$ cat src/rtl/mem_arbiter.sv
// Round-robin arbiter sharing one line-wide RAM port between icache fills and the LSU.
// One request in flight at a time; results come back with a one-cycle done pulse.
module mem_arbiter #(
  parameter int ADDR_WIDTH  = 17,
  parameter int WORD_WIDTH  = 32,
  parameter int BLOCK_WIDTH = 2,
  parameter int RAM_WIDTH   = WORD_WIDTH << BLOCK_WIDTH
) (
  input  logic                      clk,
  input  logic                      rst,
  input  logic                      rdy,
  input  logic                      icache_req,
  input  logic [ADDR_WIDTH-1:0]     icache_addr,
  output logic                      icache_done,
  output logic [RAM_WIDTH-1:0]      icache_rdata,
  input  logic                      lsu_req,
  input  logic                      lsu_we,
  input  logic [ADDR_WIDTH-1:0]     lsu_addr,
  input  logic [WORD_WIDTH-1:0]     lsu_wdata,
  input  logic [WORD_WIDTH/8-1:0]   lsu_be,
  output logic                      lsu_done,
  output logic [WORD_WIDTH-1:0]     lsu_rdata,
  output logic [ADDR_WIDTH-1:0]     ram_addr,
  output logic [RAM_WIDTH-1:0]      ram_din,
  output logic [RAM_WIDTH/8-1:0]    ram_we,
  input  logic [RAM_WIDTH-1:0]      ram_dout,
  output logic                      busy
);

  localparam int WORDS    = 1 << BLOCK_WIDTH;
  localparam int BE_W     = WORD_WIDTH / 8;
  localparam int RAM_BE_W = RAM_WIDTH / 8;

  typedef enum logic [1:0] {S_IDLE, S_ISSUE, S_WAIT, S_RESP} state_t;

  state_t                  r_state;
  state_t                  w_next;
  logic                    r_last_lsu;
  logic                    r_gnt_lsu;
  logic                    r_we;
  logic [BLOCK_WIDTH-1:0]  r_off;
  logic [BE_W-1:0]         r_be;
  logic [ADDR_WIDTH-1:0]   r_ram_addr;
  logic [RAM_WIDTH-1:0]    r_ram_din;
  logic [RAM_WIDTH-1:0]    r_icache_rdata;
  logic [WORD_WIDTH-1:0]   r_lsu_rdata;

  logic                    w_any_req;
  logic                    w_grant_lsu;
  logic                    w_accept;
  logic [ADDR_WIDTH-1:0]   w_sel_addr;
  logic [RAM_BE_W-1:0]     w_we_line;
  logic                    w_unused;

  assign w_any_req   = icache_req | lsu_req;
  // On a tie the requester not served last time wins; pointer starts at icache.
  assign w_grant_lsu = lsu_req & (~icache_req | ~r_last_lsu);
  assign w_accept    = rdy & (r_state == S_IDLE) & w_any_req;
  assign w_sel_addr  = w_grant_lsu ? lsu_addr : icache_addr;
  assign w_unused    = ^w_sel_addr[BLOCK_WIDTH-1:0];

  assign w_we_line = {{(RAM_BE_W-BE_W){1'b0}}, r_be} << (BE_W * int'(r_off));

  always_ff @(posedge clk or negedge rst) begin
    if (!rst) begin
      r_state <= S_IDLE;
    end else if (rdy) begin
      r_state <= w_next;
    end
  end

  always_comb begin
    w_next = r_state;
    case (r_state)
      S_IDLE:  if (w_any_req) w_next = S_ISSUE;
      S_ISSUE: w_next = r_we ? S_RESP : S_WAIT;
      S_WAIT:  w_next = S_RESP;
      S_RESP:  w_next = S_IDLE;
      default: w_next = S_IDLE;
    endcase
  end

  always_comb begin
    icache_done = 1'b0;
    lsu_done    = 1'b0;
    busy        = 1'b1;
    ram_we      = '0;
    case (r_state)
      S_IDLE:  busy = 1'b0;
      S_ISSUE: if (r_we && rdy) ram_we = w_we_line;
      S_RESP: begin
        if (r_gnt_lsu) lsu_done    = 1'b1;
        else           icache_done = 1'b1;
      end
      default: ;
    endcase
  end

  always_ff @(posedge clk or negedge rst) begin
    if (!rst) begin
      r_last_lsu <= 1'b0;
      r_gnt_lsu  <= 1'b0;
      r_we       <= 1'b0;
      r_off      <= '0;
      r_be       <= '0;
      r_ram_addr <= '0;
      r_ram_din  <= '0;
    end else if (w_accept) begin
      r_gnt_lsu  <= w_grant_lsu;
      r_last_lsu <= w_grant_lsu;
      r_we       <= w_grant_lsu & lsu_we;
      r_off      <= lsu_addr[BLOCK_WIDTH-1:0];
      r_be       <= lsu_be;
      r_ram_addr <= {w_sel_addr[ADDR_WIDTH-1:BLOCK_WIDTH], {BLOCK_WIDTH{1'b0}}};
      r_ram_din  <= {WORDS{lsu_wdata}};
    end
  end

  // RAM data is valid in WAIT; pick the whole line or a single word.
  always_ff @(posedge clk or negedge rst) begin
    if (!rst) begin
      r_icache_rdata <= '0;
      r_lsu_rdata    <= '0;
    end else if (rdy && r_state == S_WAIT) begin
      if (r_gnt_lsu) r_lsu_rdata    <= ram_dout[int'(r_off)*WORD_WIDTH +: WORD_WIDTH];
      else           r_icache_rdata <= ram_dout;
    end
  end

  assign ram_addr     = r_ram_addr;
  assign ram_din      = r_ram_din;
  assign icache_rdata = r_icache_rdata;
  assign lsu_rdata    = r_lsu_rdata;

endmodule
$ cat config.mk
export PLATFORM = sky130hd
export DESIGN_NAME = mem_arbiter
export DESIGN_NICKNAME = d
export VERILOG_FILES = /design/src/rtl/mem_arbiter.sv
export SDC_FILE = /design/constraint.sdc
export NUM_CORES = 1
export LEC_CHECK = 0
export BUFFER_PORTS_ARGS = -buffer_cell sky130_fd_sc_hd__buf_2
export CORE_AREA = 2 2 208 210
export CTS_CLUSTER_SIZE = 24
export DETAILED_ROUTE_END_ITERATION = 12
export DIE_AREA = 0 0 210 212
export PLACE_DENSITY = 0.55
export SYNTH_ARGS = -nofsm -noshare
export SYNTH_HDL_FRONTEND = slang
export SYNTH_SLANG_ARGS = --single-unit
$ cat constraint.sdc
create_clock -name clk -period 4.2 [get_ports clk]
set_input_delay 0.84 -clock clk [delete_from_list [all_inputs] [get_ports clk]]
set_output_delay 0.84 -clock clk [all_outputs]
set_load 0.02 [all_outputs]
==> flow_summary.ini <==
[clocking]
cts_setup_buffers = 0
cts_resized = 0
h-tree-depth = 1
cts.sinks = 217
cts_max_path_buffers = 3
cts_tree = built
cts_hold_buf = 0
clk_pin_slew_worst_paths_ns = 0.06
clockRootBuffer = clkbuf_16
clk_latency_ns = 0.53
cts_buffers = 26

[power]
switching_share = 0.428
p_sw_w = 0.00500
power.leakage_nw = 6.89
clkPwrFrac = 0.197
p_per_area_nw_per_um2 = 879
p_int_w = 0.00670
combPwrFrac = 0.473
ir_worst_vdd_mv = 0.357
seqPwrFrac = 0.329

[synthesis]
synth_area_per_cell_um2 = 13.4
yosysSeqAreaShare = 0.541
ys.warnings.count = 0
netlist_instances = 749
syn_area_um2 = 10000
synth_seq_cells = 217
yosys.cell_types.count = 30

[critical_path]
r2r_start = r_state[0]$_DFFE_PN0P_
crit_type = register to output pin
cp-startpoint = r_state[1]$_DFFE_PN0P_
required_ns = 3.36
cpMaxStageDelayCell = nor3_1
critPathCaptureType = output pin
cp_max_fo = 5
critical_path_arrival_ns = 2.33
cp-start-kind = register
max_stage_delay_ns = 0.58
path_cells = inv_1 -> ha_1 -> nand2_1 -> nor3_1 -> and2_1 -> buf_2

[detailed_routing]
wl_per_cell_um = 17.7
drt-met1-wl_um = 12600
avgViaCountPerCell = 4.26
met3_length_um = 2050
postRouteAntennaNets = 0
drc = 0
wirelength_um = 30700
top_layer = met5
wl_met2_um = 15300
drt_iter0_drc = 277
firstDrtPassIters = 4
num_vias = 7383

[finish]
final_area_um2 = 13300
area_growth_pct = 32.5
post-route-util = 0.313
fillers = 4395
layout-drive-gt1-share = 0.626
final_cells = 1734
layout.nets = 1378

[timing]
worst_slew_pin_slew_ns = 0.892
finalCritPeriodShare = 0.755
setup_viol = 0
max_freq_mhz = 315
fin_setup_tns_ns = 0
finalMaxSlewViolations = 0
min_period_ns = 3.17
fin_worst_skew_ns = 0.0105
holdWs_ns = 0.217
slew_headroom = 0.403
hold_viol = 0
rsz0062_at_grt = no

[floorplan]
pin_count = 528
die_height_um = 212
initial_utilization = 0.236
rows = 76
fp.coreArea_um2 = 42500
die_w_um = 210
die-area_um2 = 44500

[placement]
io_buffer_count = 523
dp.cells = 1687
gp_congestion = 0.780
place_area_um2 = 12400
place_hpwl_um = 22500

[grt]
grt_pass1_wl_um = 45400
antenna_found_initial = 2
overflow = 0
grt.total_usage = 0.132
grt_pass1_vias = 7532
grt_max_degree = 97

[run]
cap_violations = 0

[status]
status = completed

[worst_hold_path]
hold_class = primary input to asynchronous set/reset pin
state kept, by name (all words and copies together) (netlist names):
register / flops
ram_din: 32
r_be: 4
r_state: 2
lsu_rdata: 32
icache_rdata: 128
r_off: 2
r_we: 1
ram_addr: 15
r_gnt_lsu: 1
worst paths after layout:
| kind | to | slack (ns) | cells past startpoint |
|---|---|---|---|
| setup / recovery | ram_we[0] | 1.03 | 6 |
| min in group clk | ram_addr[6]$_DFFE_PN0P_ | 0.47 | 2 |
| setup reg to reg | icache_rdata[4]$_DFFE_PN0P_ | 1.82 | 5 |
| hold reg to reg | ram_addr[6]$_DFFE_PN0P_ | 0.47 | 2 |
| max in group asynchronous | icache_rdata[114]$_DFFE_PN0P_ | 3.05 | 2 |
| hold / removal | ram_din[104]$_DFFE_PN0P_ | 0.22 | 1 |
kinds of logic (layout without fill, tap and decap cells):
group / after synthesis / in the layout / share of synthesized area
other: 1 / 3 / 0.000373
buffers and inverters: 143 / 580 / 0.106
AND/OR/NAND/NOR: 82 / 82 / 0.0394
multiplexers: 246 / 246 / 0.266
flip-flops: 217 / 217 / 0.541
AO/OA/AOI/OAI: 55 / 55 / 0.0414
adder cells (fa/ha/maj): 5 / 5 / 0.00623
power groups by stage:
| stage | clock network (W) | logic [W] | registers, W |
|---|---|---|---|
| floorplan | 0 | 0.00305 | 0.00494 |
| global placement | 0 | 0.00559 | 0.00383 |
| detailed placement | 0 | 0.00562 | 0.00388 |
| CTS | 0.00239 | 0.00563 | 0.00386 |
| global route | 0.00247 | 0.00591 | 0.00401 |
| finish | 0.00231 | 0.00554 | 0.00386 |
layer usage:
| layer | track usage | up-vias |
|---|---|---|
| met5 | 0 | - |
| met4 | 0.0411 | 2 |
| met3 | 0.0329 | 51 |
| met2 | 0.232 | 297 |
| met1 | 0.159 | 3635 |
| li1 | - | 3398 |
layout make-up:
type,count,area [um2],share of cell area
inverter,3,11.3,0.000846
timing repair buffer,531,2740,0.206
antenna,1,2.50,0.000188
clock buffer,37,753,0.0566
multi-input combinational,390,3570,0.268
tap,546,683,0.0513
sequential,217,5430,0.408
clock inverter,9,124,0.00931
cell usage in the layout, fill, tap and decap left out:
cell type and count:
buf_2 522, dfrtp_1 216, mux2_2 167, mux2i_1 79, nand2_1 50, o221ai_1 32, clkbuf_16 27, o21ai_0 18
and2_1 17, clkbuf_1 6, ha_1 5, clkinv_2 5, clkbuf_8 4, buf_4 4, buf_12 4, inv_1 3
bufinv_16 3, nand3_1 2, nor2_1 2, nand2b_1 2, nor3_1 2, conb_1 2, diode_2 1, nor2b_1 1
o211ai_4 1, nand3b_4 1, nand4b_1 1, nand4_1 1, nand3_2 1, a21bo_2 1, nor3b_1 1, a31oi_1 1
a41oi_1 1, nand3b_1 1, o21a_1 1, clkinv_4 1, buf_8 1, dfrtp_4 1
per-stage QoR:
step / setup slack [ns] / power, W
floorplan: 1.86 / 0.00799
global placement: 1.19 / 0.00942
detailed placement: 1.19 / 0.00951
CTS: 0.967 / 0.0119
global route: 0.808 / 0.0124
finish: 1.03 / 0.0117
synthesized netlist by cell type (all sizes together):
master,instances,area (um2)
mux2,167,1880
nand3,3,15.0
nor3b,1,7.51
clkbuf,9,53.8
o211ai,1,12.5
a31oi,1,6.26
nor3,2,10.0
ha,5,62.6
o21ai,18,90.1
nand4b,1,8.76
nand2,50,188
nand4,1,6.26
mux2i,79,791
buf,131,1000
a21bo,1,10.0
nand2b,2,12.5
conb,1,3.75
inv,3,11.3
dfrtp,217,5430
o21a,1,7.51
and2,17,106
nor2b,1,6.26
nor2,2,7.51
a41oi,1,8.76
nand3b,2,27.5
o221ai,32,280
worst max-delay path: cells and delay by family (launching register included):
| kind | cells | cell delay, ns |
|---|---|---|
| fa+ha+maj | 1 | 0.18 |
| buf+inv | 2 | 0.29 |
| flops | 1 | 0.42 |
| simple gates | 3 | 0.91 |
Note: power is estimated with default switching activity, not from simulation.
